[src/rtl/uart_pkg.sv]
// Shared UART definitions: receiver state encoding, frame geometry and the
// ASCII codes that the downstream grammar checker looks for.
package uart_pkg;

    localparam logic [2:0] ST_IDLE      = 3'd0;
    localparam logic [2:0] ST_START     = 3'd1;
    localparam logic [2:0] ST_DATA      = 3'd2;
    localparam logic [2:0] ST_STOP      = 3'd3;
    localparam logic [2:0] ST_WAIT_HIGH = 3'd4;

    typedef enum logic [2:0] {
        IDLE      = ST_IDLE,
        START     = ST_START,
        DATA      = ST_DATA,
        STOP      = ST_STOP,
        WAIT_HIGH = ST_WAIT_HIGH
    } uart_state_e;

    localparam int UART_DATA_BITS           = 8;
    localparam int UART_CLKS_PER_BIT_DEFAULT = 104;

    localparam logic [7:0] ASCII_C = 8'h43;
    localparam logic [7:0] ASCII_A = 8'h41;
    localparam logic [7:0] ASCII_T = 8'h54;

endpackage

[src/rtl/sync_ff.sv]
// N-stage synchronizer for an asynchronous single-bit input; every stage
// resets to 1 so an idle-high line does not look like a start bit.
module sync_ff #(
    parameter int STAGES = 2
) (
    input  logic clk,
    input  logic rst,
    input  logic d,
    output logic q
);

    logic [STAGES-1:0] ff_r;

    // Shift chain, oldest sample in the top bit.
    always_ff @(posedge clk) begin
        if (rst) begin
            ff_r <= {STAGES{1'b1}};
        end else begin
            ff_r <= {ff_r[STAGES-2:0], d};
        end
    end

    assign q = ff_r[STAGES-1];

endmodule

[src/rtl/uart_rx_byte.sv]
// 8N1 UART byte receiver: mid-bit sampling, start-glitch rejection, one-cycle
// data_valid / frame_err strobes and break handling via WAIT_HIGH.
module uart_rx_byte
    import uart_pkg::*;
#(
    parameter int CLKS_PER_BIT = UART_CLKS_PER_BIT_DEFAULT,
    parameter int SYNC_STAGES  = 2
) (
    input  logic                      clk,
    input  logic                      rst,
    input  logic                      rx,
    output logic [UART_DATA_BITS-1:0] data_out,
    output logic                      data_valid,
    output logic                      frame_err,
    output logic                      busy
);

    localparam int             CW      = $clog2(CLKS_PER_BIT);
    localparam int             HALF    = CLKS_PER_BIT / 2;
    localparam logic [CW-1:0]  HALF_M1 = CW'(HALF - 1);
    localparam logic [CW-1:0]  BIT_M1  = CW'(CLKS_PER_BIT - 1);
    localparam logic [CW-1:0]  BAUD_1  = CW'(32'd1);

    logic                      rx_s;
    uart_state_e               state_r, state_s;
    logic [CW-1:0]             baud_r, baud_s;
    logic [2:0]                bit_idx_r, bit_idx_s;
    logic [UART_DATA_BITS-1:0] shift_r, shift_s;
    logic [UART_DATA_BITS-1:0] data_out_r, data_out_s;
    logic                      data_valid_r, data_valid_s;
    logic                      frame_err_r, frame_err_s;
    logic                      busy_r;

    sync_ff #(
        .STAGES (SYNC_STAGES)
    ) u_rx_sync (
        .clk (clk),
        .rst (rst),
        .d   (rx),
        .q   (rx_s)
    );

    // Next-state, counters, shift register and strobe generation.
    always_comb begin
        state_s      = state_r;
        baud_s       = baud_r;
        bit_idx_s    = bit_idx_r;
        shift_s      = shift_r;
        data_out_s   = data_out_r;
        data_valid_s = 1'b0;
        frame_err_s  = 1'b0;
        case (state_r)
            IDLE: begin
                baud_s = {CW{1'b0}};
                if (!rx_s) begin
                    state_s = START;
                end else begin
                    state_s = IDLE;
                end
            end
            START: begin
                if (baud_r == HALF_M1) begin
                    baud_s = {CW{1'b0}};
                    if (rx_s) begin
                        state_s = IDLE;
                    end else begin
                        state_s   = DATA;
                        bit_idx_s = 3'd0;
                    end
                end else begin
                    baud_s = baud_r + BAUD_1;
                end
            end
            DATA: begin
                if (baud_r == BIT_M1) begin
                    baud_s           = {CW{1'b0}};
                    shift_s[bit_idx_r] = rx_s;
                    if (bit_idx_r == 3'd7) begin
                        state_s   = STOP;
                        bit_idx_s = 3'd0;
                    end else begin
                        bit_idx_s = bit_idx_r + 3'd1;
                    end
                end else begin
                    baud_s = baud_r + BAUD_1;
                end
            end
            STOP: begin
                if (baud_r == BIT_M1) begin
                    baud_s = {CW{1'b0}};
                    if (rx_s) begin
                        data_out_s   = shift_r;
                        data_valid_s = 1'b1;
                        state_s      = IDLE;
                    end else begin
                        frame_err_s = 1'b1;
                        state_s     = WAIT_HIGH;
                    end
                end else begin
                    baud_s = baud_r + BAUD_1;
                end
            end
            WAIT_HIGH: begin
                // A held-low line (break) parks here so it reports only once.
                if (rx_s) begin
                    state_s = IDLE;
                end else begin
                    state_s = WAIT_HIGH;
                end
            end
            default: begin
                state_s   = IDLE;
                baud_s    = {CW{1'b0}};
                bit_idx_s = 3'd0;
            end
        endcase
    end

    // State and output registers.
    always_ff @(posedge clk) begin
        if (rst) begin
            state_r      <= IDLE;
            baud_r       <= {CW{1'b0}};
            bit_idx_r    <= 3'd0;
            shift_r      <= {UART_DATA_BITS{1'b0}};
            data_out_r   <= {UART_DATA_BITS{1'b0}};
            data_valid_r <= 1'b0;
            frame_err_r  <= 1'b0;
            busy_r       <= 1'b0;
        end else begin
            state_r      <= state_s;
            baud_r       <= baud_s;
            bit_idx_r    <= bit_idx_s;
            shift_r      <= shift_s;
            data_out_r   <= data_out_s;
            data_valid_r <= data_valid_s;
            frame_err_r  <= frame_err_s;
            busy_r       <= (state_s != IDLE);
        end
    end

    assign data_out   = data_out_r;
    assign data_valid = data_valid_r;
    assign frame_err  = frame_err_r;
    assign busy       = busy_r;

endmodule
[config.mk]
export PLATFORM = sky130hd
export DESIGN_NAME = uart_rx_byte
export DESIGN_NICKNAME = d
export VERILOG_FILES = /design/src/rtl/uart_pkg.sv /design/src/rtl/sync_ff.sv /design/src/rtl/uart_rx_byte.sv
export SDC_FILE = /design/constraint.sdc
export NUM_CORES = 1
export LEC_CHECK = 0
export BUFFER_PORTS_ARGS = -buffer_cell sky130_fd_sc_hd__buf_4
export CAP_MARGIN = 20
export CORE_ASPECT_RATIO = 1.75
export CORE_UTILIZATION = 58
export DETAILED_ROUTE_END_ITERATION = 16
export GPL_TIMING_DRIVEN = 0
export HOLD_SLACK_MARGIN = 0.08
export PLACE_DENSITY_LB_ADDON = 0.2
export SLEW_MARGIN = 20
export SYNTH_ARGS = -nofsm -noshare
export SYNTH_HDL_FRONTEND = slang
export SYNTH_SLANG_ARGS = --single-unit
[constraint.sdc]
create_clock -name clk -period 2.12 [get_ports clk]
set_input_delay 0.53 -clock clk [delete_from_list [all_inputs] [get_ports clk]]
set_output_delay 0.53 -clock clk [all_outputs]
set_load 0.01 [all_outputs]
Word level (Yosys, flattened, before mapping). Index checks and enable logic that the tools add are counted. Widths: inputs -> output; s select.

Input bits: 3. Output and inout bits: 11. Register bits after elaboration: 34. Word-level logic and storage cells: 56.

Bitwise logic cells: 3. Reduce and logical (&&, ||, !) cells: 9. Add/subtract/negate cells: 2. Equal/unequal tests: 10. Multiplexer cells: 21. Magnitude comparators: 2.

Operators by type and width (count): $mux 3 (9); $pmux 7 s3 (1); $pmux 3 s5 (1); $mux 7 (2); $pmux 3 s3 (1); $bwmux 8 (1); $add 7x1->7 const B (1); $eq 7x6->1 const B (1); $eq 7x7->1 const B (1); $eq 3x2->1 const B (2); $eq 3x3->1 const B (2); $ne 2x2->1 const B (3); $reduce_or 3->1 (2); $lt 3x4->1 const B (1); $mux 1 (4); $reduce_and 4->1 (1); $add 3x1->3 const B (1); $demux 1 s3 (1); $eq 3x1->1 const B (1); $ge 3x1->1 const B (1); $logic_not 3->1 (1); $not 1->1 (3); $reduce_and 3->1 (1); $reduce_bool 3->1 (1); other kinds (4) (4).

Depth between registers and ports, before layout. Gate-level depths: netlist (run 1).

Depth after elaboration: 5. Mapped depth: 6. Depth with buffers taken out: 6.

Cells and area by module. From an unflattened synthesis (run 1), not the netlist that was laid out.

Cells, all modules: 175. Area total of the unflattened synthesis: 1529.0 µm².

Modules (own cells, without submodules): uart_rx_byte (cells each 171, area each 1476.4 µm², times used 1, seq. area each 640.6 µm²); sync_ff (cells each 4, area each 52.6 µm², times used 1, seq. area each 40.0 µm²).

Least setup slack after synthesis (run 1). Ideal clock, no wire load.

Path kind: register to register. Start point: reg baud_r[0]. End point: reg baud_r[3]. Library setup time: 0.070 ns. Path buffers: 0. Setup slack: 0.533 ns. Period minus slack after synthesis: 1.587 ns. Data arrival time: 1.517 ns. Cell stages (with the launch flop): 6. Data required time: 2.050 ns. Path through: dfxtp_1 -> ha_1 -> and4bb_4 -> a2111oi_4 -> o22ai_1 -> a21oi_1.

Cells in the longest elaborated chain, start to end: 3. Elaborated cells between the ends (all ways): 6. Those cells by class: add/sub (1); eq/ne (2); mux (3).

Ends and longest elaborated chain: from (decl) (line uart_rx_byte.sv:26) `logic [CW-1:0] baud_r, baud_s;`; from (signal assigned) (line uart_rx_byte.sv:123) `baud_r <= {CW{1'b0}};`; from (signal assigned) (line uart_rx_byte.sv:132) `baud_r <= baud_s;`; $add 7x1->7 (tied with other cells) (line uart_rx_byte.sv:71, uart_rx_byte.sv:85, uart_rx_byte.sv:100); $mux 7, on equally long branches (line uart_rx_byte.sv:75, uart_rx_byte.sv:89, uart_rx_byte.sv:62); $pmux 7 s3 * (line uart_rx_byte.sv:52) `case (state_r)`.

Every way passes the cells marked *; elsewhere a longest branch is shown, timed or not. A chain may end at the register's enable or synchronous reset.

Final worst setup path (run 1). Same ends and word-level chain as after synthesis.

==> results.md, run 1 <==
STA:
- The count of final max-slew check failures is 0.
- The part of the cycle the worst path needs is 85.1%.
- For the pin with the worst max-slew slack, the measured transition is 0.602 ns.
- The worst clock skew on the final layout is 0.00325 ns.
- The final-report setup violation count is 0.
- Hold is met by 0.413 ns.
- Setup repair after global routing left no endpoint under its margin.
- The final-layout setup total negative slack is 0 ns.
- The time the worst path needs with I/O delays and setup is 1.80 ns.
- The worst slew margin relative to its limit is 59.7%.
- For this run, the top clock speed supported by timing is 0.554 GHz.
- The final hold violation count is 0.

CTS:
- The clock buffer count from CTS is 5.
- In this run the number of H-tree levels came out at 2.
- The clock passes through at most 2 buffers.
- The number of hold buffers added after CTS is 0.
- The clock drives 34 sinks.
- The setup fix buffers added after clock tree synthesis is 0.
- The clock slew seen by the registers of the worst setup and hold paths is 0.06 ns.
- TritonCTS built the clock tree.
- The root cell of the clock tree is clkbuf_8.
- The latest clock arrival within the worst-skew pair is 0.28 ns.
- Post-CTS repair changed the size of 0 cells.

Floorplan:
- The die covers 3100 um2.
- The die width is 42.5 um.
- The initial utilization of the core area, before any placement, comes to 61.1%.
- For this design the top-level I/O count stands at 14.
- The floorplan step defined a core boundary enclosing 2720 um2.
- The die is 72.9 um tall.
- The number of cell rows is 25.

Detailed routing:
- After detailed routing, the average wire length per cell comes to 14.8 um.
- The number of remaining DRC errors is 0.
- Once detail routing completed, the nets flagged for antenna violations numbered 0.
- The total wire length after detailed routing is 3430 um.
- The initial detailed-routing violation count is 22.
- The via density per instance is 5.95.
- The total number of vias is 1,381.
- For this run, the detailed router's first-pass iteration total came to 4.

Critical path:
- The setup slack of the most critical reg-to-reg path is 0.32 ns.
- STA puts the critical path data arrival time at 2.02 ns.
- The worst register-to-register path has a depth of 5.
- The termination of the worst setup path is baud_r[3].
- On the worst path, the slowest cell contributes a delay of 0.51 ns.
- The critical path starts at baud_r[0].
- The startpoint class of the critical path is a flop.
- The highest-delay cell along the critical path is a2111oi_4.
- The endpoint of the most critical register-to-register path is baud_r[3].
- The worst setup path is captured at a flop.
- The cell family contributing the most delay on the critical path is compound AO/OA/AOI/OAI gates.
- The data required time of the worst path is 2.33 ns.
- The number of buffers and inverters on the critical path is 0.
- The critical path in this run is classified as reg -> reg.
- The depth of the critical timing path with buffers and inverters included is 5.
- In this run the critical register-to-register path is launched from baud_r[0].
- The critical path goes through ha_1, and4bb_4, a2111oi_4, o22ai_1, a21oi_1.
- The worst-path maximum fanout is 7.

Job:
- The max-cap violation count is 0.

Finish:
- The antenna diode count is 0.
- For this run, the post-layout net count is 210.
- From synthesis to final layout, the design area changed by 13.4%.
- The number of inserted filler cells in the final layout is 228.
- The share of post-route cells with drive strength above 1 is 17.6%.

Synth:
- The mean instance size in the synthesized netlist is 9.04 um2.
- After synthesis, the cell types taking the most area are dfxtp_1 (41%), mux2i_1 (8.4%), a21oi_1 (3.9%).
- Counting flops with a built-in enable in the synthesized netlist gives 0.
- The synthesized design contains 34 register bits.
- The cell type contributing the most total cell area after synthesis is dfxtp_1.
- Of the total synthesized cell area, the portion taken by full adders, half adders and majority gates is 2.26%.
- After Yosys synthesis, and, or, nand and nor cells account for 27.7% of the synthesized area.
- The commonest register cell after synthesis is dfxtp_1.
- The number of different library cells used by synthesis comes to 43.
- Synthesis produced a netlist with a net count of 190.
- The share of synthesized area occupied by flip-flops and latches is 40.9%.
- Synthesis produced 184 cells.
- Of the total synthesized cell area, the portion taken by XOR and XNOR cells is 0.526%.
- The share of cell area taken by muxes after synthesis is 8.42%.
- The area share of the largest cell type after synthesis is 40.9%.
- The most common cell in the synthesized netlist is dfxtp_1.
- The combined area of all synthesized cells is 1660 um2.
- The count of synthesis-stage warnings from yosys is 0.
- In the synthesized netlist, the cells that appear most often are dfxtp_1 (34), nor2_1 (15), mux2i_1 (14).
- By area, the combinational part of the netlist is dominated by simple AND/OR/NAND/NOR gates.
- The async set or reset register ratio after synthesis is 0%.
- Summing the areas of all compound-gate instances in the mapped netlist gives 15.9% of the synthesized area.

Placement:
- The HPWL after detailed placement is 2620 um.
- The count of buffers inserted at the top-level ports is 13.
- The final estimated routing congestion in global placement is 0.936.

Power and ir drop:
- Dividing total power by cell area gives a power density of 615 nW/um2.
- Overall power consumption after layout is estimated at 1.16 mW.
- The peak supply drop is 0.000403 V.
- The static power due to leakage is 0.787 nW.

Global routing:
- In the global route stage, overall resource usage came out at 25.4%.
- The number of global-route vias before repair is 1,332.
- The first global-routing pass estimated 5890 um of wire.
- The number of antenna violations at the first check in global routing was 0.
- Entering global routing, the biggest net connects 11 pins.
- Global routing finished with a remaining overflow of 0.

Status:
- The run finished with clean final reports.

Worst hold path:
- The beginning of the worst hold path is u_rx_sync.ff_r[0].
- The path class of the tightest hold or removal check is reg -> reg.
worst min-delay path by stage:
stage                              to  slack, ns  depth (start not counted)
finish              u_rx_sync.ff_r[1]       0.41                          1
floorplan           u_rx_sync.ff_r[1]       0.39                          1
global route        u_rx_sync.ff_r[0]       0.42                          2
detailed placement  u_rx_sync.ff_r[1]       0.40                          1
global placement    u_rx_sync.ff_r[1]       0.39                          1
CTS                 u_rx_sync.ff_r[1]       0.42                          1
layout make-up:
type | instances | area [um2] | area share [%]
Multi-Input combinational cell | 135 | 912 | 48.3
Sequential cell | 34 | 681 | 36.1
Timing Repair Buffer | 13 | 97.6 | 5.17
Clock buffer | 7 | 86.3 | 4.58
Buffer | 12 | 60.1 | 3.18
Tap cell | 27 | 33.8 | 1.79
Inverter | 3 | 11.3 | 0.597
Clock inverter | 1 | 5.00 | 0.265
report_power, final:
group | internal (mW) | switching [mW] | leakage, nW | total, mW
Sequential | 0.643 | 0.00177 | 0.275 | 0.645
Combinational | 0.0163 | 0.0262 | 0.465 | 0.0425
Clock | 0.261 | 0.211 | 0.0482 | 0.472
state kept, by name (all words and copies together), names as in the netlist, 2 cells and up:
name and count:
state_r 3, bit_idx_r 3, baud_r 7, shift_r 8, u_rx_sync.ff_r 2, data_out 8
layout by cell type (no fill, tap or decap), drive strengths merged, types with 2 or more instances in the layout:
master / synthesis / layout
o21ai: 4 / 4
nor2: 15 / 15
nor3: 4 / 4
nand4: 8 / 8
o22ai: 4 / 4
nand2: 13 / 13
inv: 3 / 3
and4bb: 2 / 2
nor2b: 3 / 3
o21bai: 2 / 2
nand3: 11 / 11
nand2b: 8 / 8
a21o: 2 / 2
a211o: 2 / 2
dfxtp: 34 / 34
nor3b: 4 / 4
mux2i: 14 / 14
ha: 3 / 3
buf: 8 / 21
or2: 2 / 2
o21a: 2 / 2
and2: 4 / 4
clkbuf: 4 / 11
a31oi: 2 / 2
a21oi: 13 / 13
routing by layer:
metal | track usage [%] | vias up | part of all wire, %
met4 | 13.9 | 0 | 3.5
met3 | 6.19 | 11 | 2.4
met1 | 23.7 | 640 | 37
li1 | - | 706 | -
met2 | 48.7 | 24 | 57
met5 | 0 | - | 0
cell families after synthesis:
| family | Yosys count |
|---|---|
| buf+inv | 15 |
| fa+ha+maj | 3 |
| compound gates | 37 |
| xor+xnor | 1 |
| flops | 34 |
| simple gates | 80 |
| mux | 14 |
through the flow:
step / instance area [um2] / worst slack (ns) / std cells / util, %
2_1_floorplan: 1660 / 0.533 / 184 / -
3_3_place_gp: 1800 / 0.356 / 224 / 66.0
3_5_place_dp: 1800 / 0.320 / 224 / 66.0
4_1_cts: 1890 / 0.304 / 232 / 69.3
5_1_grt: 1890 / 0.169 / 232 / 69.3
6_report: 1890 / 0.315 / 232 / 69.3
(Power assumes the default switching activity.)
==> run 2, diff against run 1 <==
- GPL_ROUTABILITY_DRIVEN: unset -> 0
- GPL_TIMING_DRIVEN: 0 -> unset
- clock period: 2.12 -> 1.7 ns (I/O delays scaled with it)
==> run 2 against run 1 <==
Total power up 27%. Global-route usage rose by 0.65 points. Register-to-register slack lost 0.25 ns. Count of clock-buffer cells in the layout stayed put. Flip-flop and latch count unchanged. Combinational power increased by 8.0%. Non-clock buffer count is 1 lower. Sequential power grew 26%. Clock skew decreased by 0.00073 ns. Wire length up 6.3%. Core utilization rose by 2.5 points. Final cell count is 0.43% lower.
==> results.md, run 2 (synthesis results as in run 1) <==
Job:
- The max-cap violation count is 0.

Worst hold path:
- In this run the worst hold path is classified as in -> reg.

Floorplan:
- The boundary pin count is 14.
- The initial core utilization is 61.1%.
- The chip height is 72.9 um.
- The number of cell rows is 25.
- The floorplan die area is 3100 um2.
- The die width is 42.5 um.
- The core region is 2720 um2.

STA:
- For this run, the top clock speed supported by timing is 0.612 GHz.
- The count of final max-slew check failures was 0.
- For the pin with the worst max-slew slack, the measured transition is 0.509 ns.
- Measured against its own limit, the worst slew margin works out to 65.9%.
- The setup slack after layout is 0.0669 ns.
- The final critical path takes up 96.1% of the cycle.
- The worst clock skew on the final layout is 0.00251 ns.
- The final hold violation count is 0.
- The final-report setup violation count is 0.
- Setup repair after global routing left no endpoint under its margin.
- The worst path in the final design needs a cycle of 1.63 ns, including I/O delays and setup.

Finish:
- At the end of the flow, the number of nets in the layout was 209.
- The area growth from synthesis to layout is 17.4%.
- Excluding fillers, the count of instances in the completed layout stands at 231.
- The number of inserted filler cells in the final layout is 214.
- Leaving out fill and tap cells, the most frequent cell in the layout is dfxtp_1.
- The share of post-route cells with drive strength above 1 is 24.5%.
- 0 antenna diodes ended up in the layout.
- Leaving out fill and tap cells, the most frequent cells in the layout are dfxtp_1 (30), buf_4 (24), nor2_1 (15).
- In the final layout, flip-flops and latches occupy 686 um2.
- Summing all multi-input logic gate instances after layout gives 952 um2.

Global routing:
- The number of global-route vias before repair is 1,357.
- Global routing used 26.1% of the available tracks across all layers.
- The number of antenna violations at the first check in global routing is 0.
- After global routing the overflow that remains totals 0.
- Entering global routing, the biggest net connects 34 pins.
- The first global-routing pass estimated 5960 um of wire.

Detailed routing:
- The final route contains 1,459 vias.
- The total wire length after detailed routing is 3650 um.
- Using the TritonRoute via totals, the vias-per-cell ratio works out to 6.32.
- The amount of wire on met2 after detailed routing is 2040 um.
- The first detailed-routing pass took 5 iterations.
- In the routed design, unresolved DRC markers number 0.
- The detailed route wirelength on metal3 is 113 um.
- The average routed wire per standard cell is 15.8 um.
- The initial detailed-routing violation count is 54.
- Signal routing reaches up to met4.
- After detailed routing, the wire length on met1 is 1320 um.
- Once detail routing completed, the nets flagged for antenna violations numbered 0.

Critical path:
- Along the worst path, the maximum fanout reaches 6.
- Walking the worst path, the cells encountered are ha_2, and4bb_4, a2bb2o_1, a211o_1, a31oi_1.
- By startpoint and endpoint, the worst setup path is classified as reg -> reg.
- The data arrival time of the critical path is 1.85 ns.
- The endpoint type of the worst setup path is a flop.
- The worst setup path is launched from a flop.
- The highest-delay cell along the critical path is dfxtp_1.
- The data required time of the worst path is 1.92 ns.
- The critical path's largest stage delay is 0.34 ns.

Power and ir drop:
- The analysis attributes to cell leakage a power of 0.840 nW.
- The peak supply drop is 0.000596 V.
- The ratio of total power to cell area is 751 nW/um2.

CTS:
- Clock tree synthesis inserted a total of 5 buffers.
- The root cell of the clock tree is clkbuf_8.
- The maximum buffer depth of the clock tree is 2.
- The number of sinks driven by the clock tree is 34.
- Clock latency on the worst-skew pair, taken at its later pin, is 0.29 ns.
- The clock slew seen by the registers of the worst setup and hold paths is 0.07 ns.
- The TritonCTS clock tree is done.
- The H-tree depth reported by CTS is 2.

Status:
- The run finished with clean final reports.

Placement:
- The wire-length estimate of the detail-placed layout is 2680 um.
- After detailed placement, the design holds a cell count of 222.
- OpenSTA, run right after detailed placement, puts the worst setup slack at -0.0367 ns.
- The count of buffers inserted at the top-level ports is 13.
## run 2: cell count changes in the layout (fill, tap and decap cells not counted), moves of 2 or more
| cell | previous run | this run |
|---|---|---|
| dfxtp_2 | 0 | 4 |
| nor3b_1 | 3 | 1 |
| nor3b_2 | 1 | 3 |
| buf_4 | 13 | 24 |
| clkbuf_1 | 5 | 1 |
| dfxtp_1 | 34 | 30 |
| buf_2 | 6 | 0 |
## run 2: per-layer routing
metal  up-vias  track usage, %
met3        16            5.45
met2        44            48.9
met4         0            20.1
met1       691            23.2
li1        708               -
met5         -               0
## run 2: critical path: cells and delay by family (launching register included)
kind	cells	cell delay, ns
AND/OR/NAND/NOR	1	0.24
adder cells (fa/ha/maj)	1	0.23
flip-flops	1	0.34
AO/OA/AOI/OAI	3	0.76
## run 2: worst paths after layout
path	endpoint	cells past startpoint	slack (ns)	startpoint
hold / removal	u_rx_sync.ff_r[0]	2	0.32	rx
setup reg to reg	busy	5	0.07	baud_r[0]
setup / recovery	busy	5	0.07	baud_r[0]
hold reg to reg	u_rx_sync.ff_r[1]	1	0.43	u_rx_sync.ff_r[0]
## run 2: cell type report
| class | count | share of cell area (%) |
|---|---|---|
| clock buffers | 7 | 4.42 |
| clock inverters | 1 | 0.256 |
| inverters | 3 | 0.576 |
| multi-input cells | 135 | 48.7 |
| flip-flops and latches | 34 | 35.1 |
| well taps | 27 | 1.73 |
| repair buffers | 24 | 9.22 |
## run 2: metrics by stage
step	util (%)	power, mW	hold WS (ns)	setup TNS [ns]	instance area [um2]
2_1_floorplan	-	0.857	0.389	0	1660
3_3_place_gp	66.5	0.869	0.397	0	1810
3_5_place_dp	66.5	0.871	0.413	-0.132	1810
4_1_cts	70.2	1.48	0.313	0	1910
5_1_grt	71.8	1.52	0.316	0	1950
6_report	71.8	1.47	0.318	0	1950
## run 2: timing repair
action | 4_1_cts | 5_1_grt
gates resized for setup | 0 | 13
hold buffers | 0 | 0
setup endpoints to repair | 6 | 15
pin swaps | 1 | 0
buffers inserted | 1 | 0
## run 2: power by group
| part | leakage (nW) | switching, mW | total [mW] | internal (mW) |
|---|---|---|---|---|
| clock network | 0.0482 | 0.285 | 0.612 | 0.326 |
| registers | 0.277 | 0.00828 | 0.810 | 0.802 |
| logic | 0.516 | 0.0254 | 0.0459 | 0.0205 |
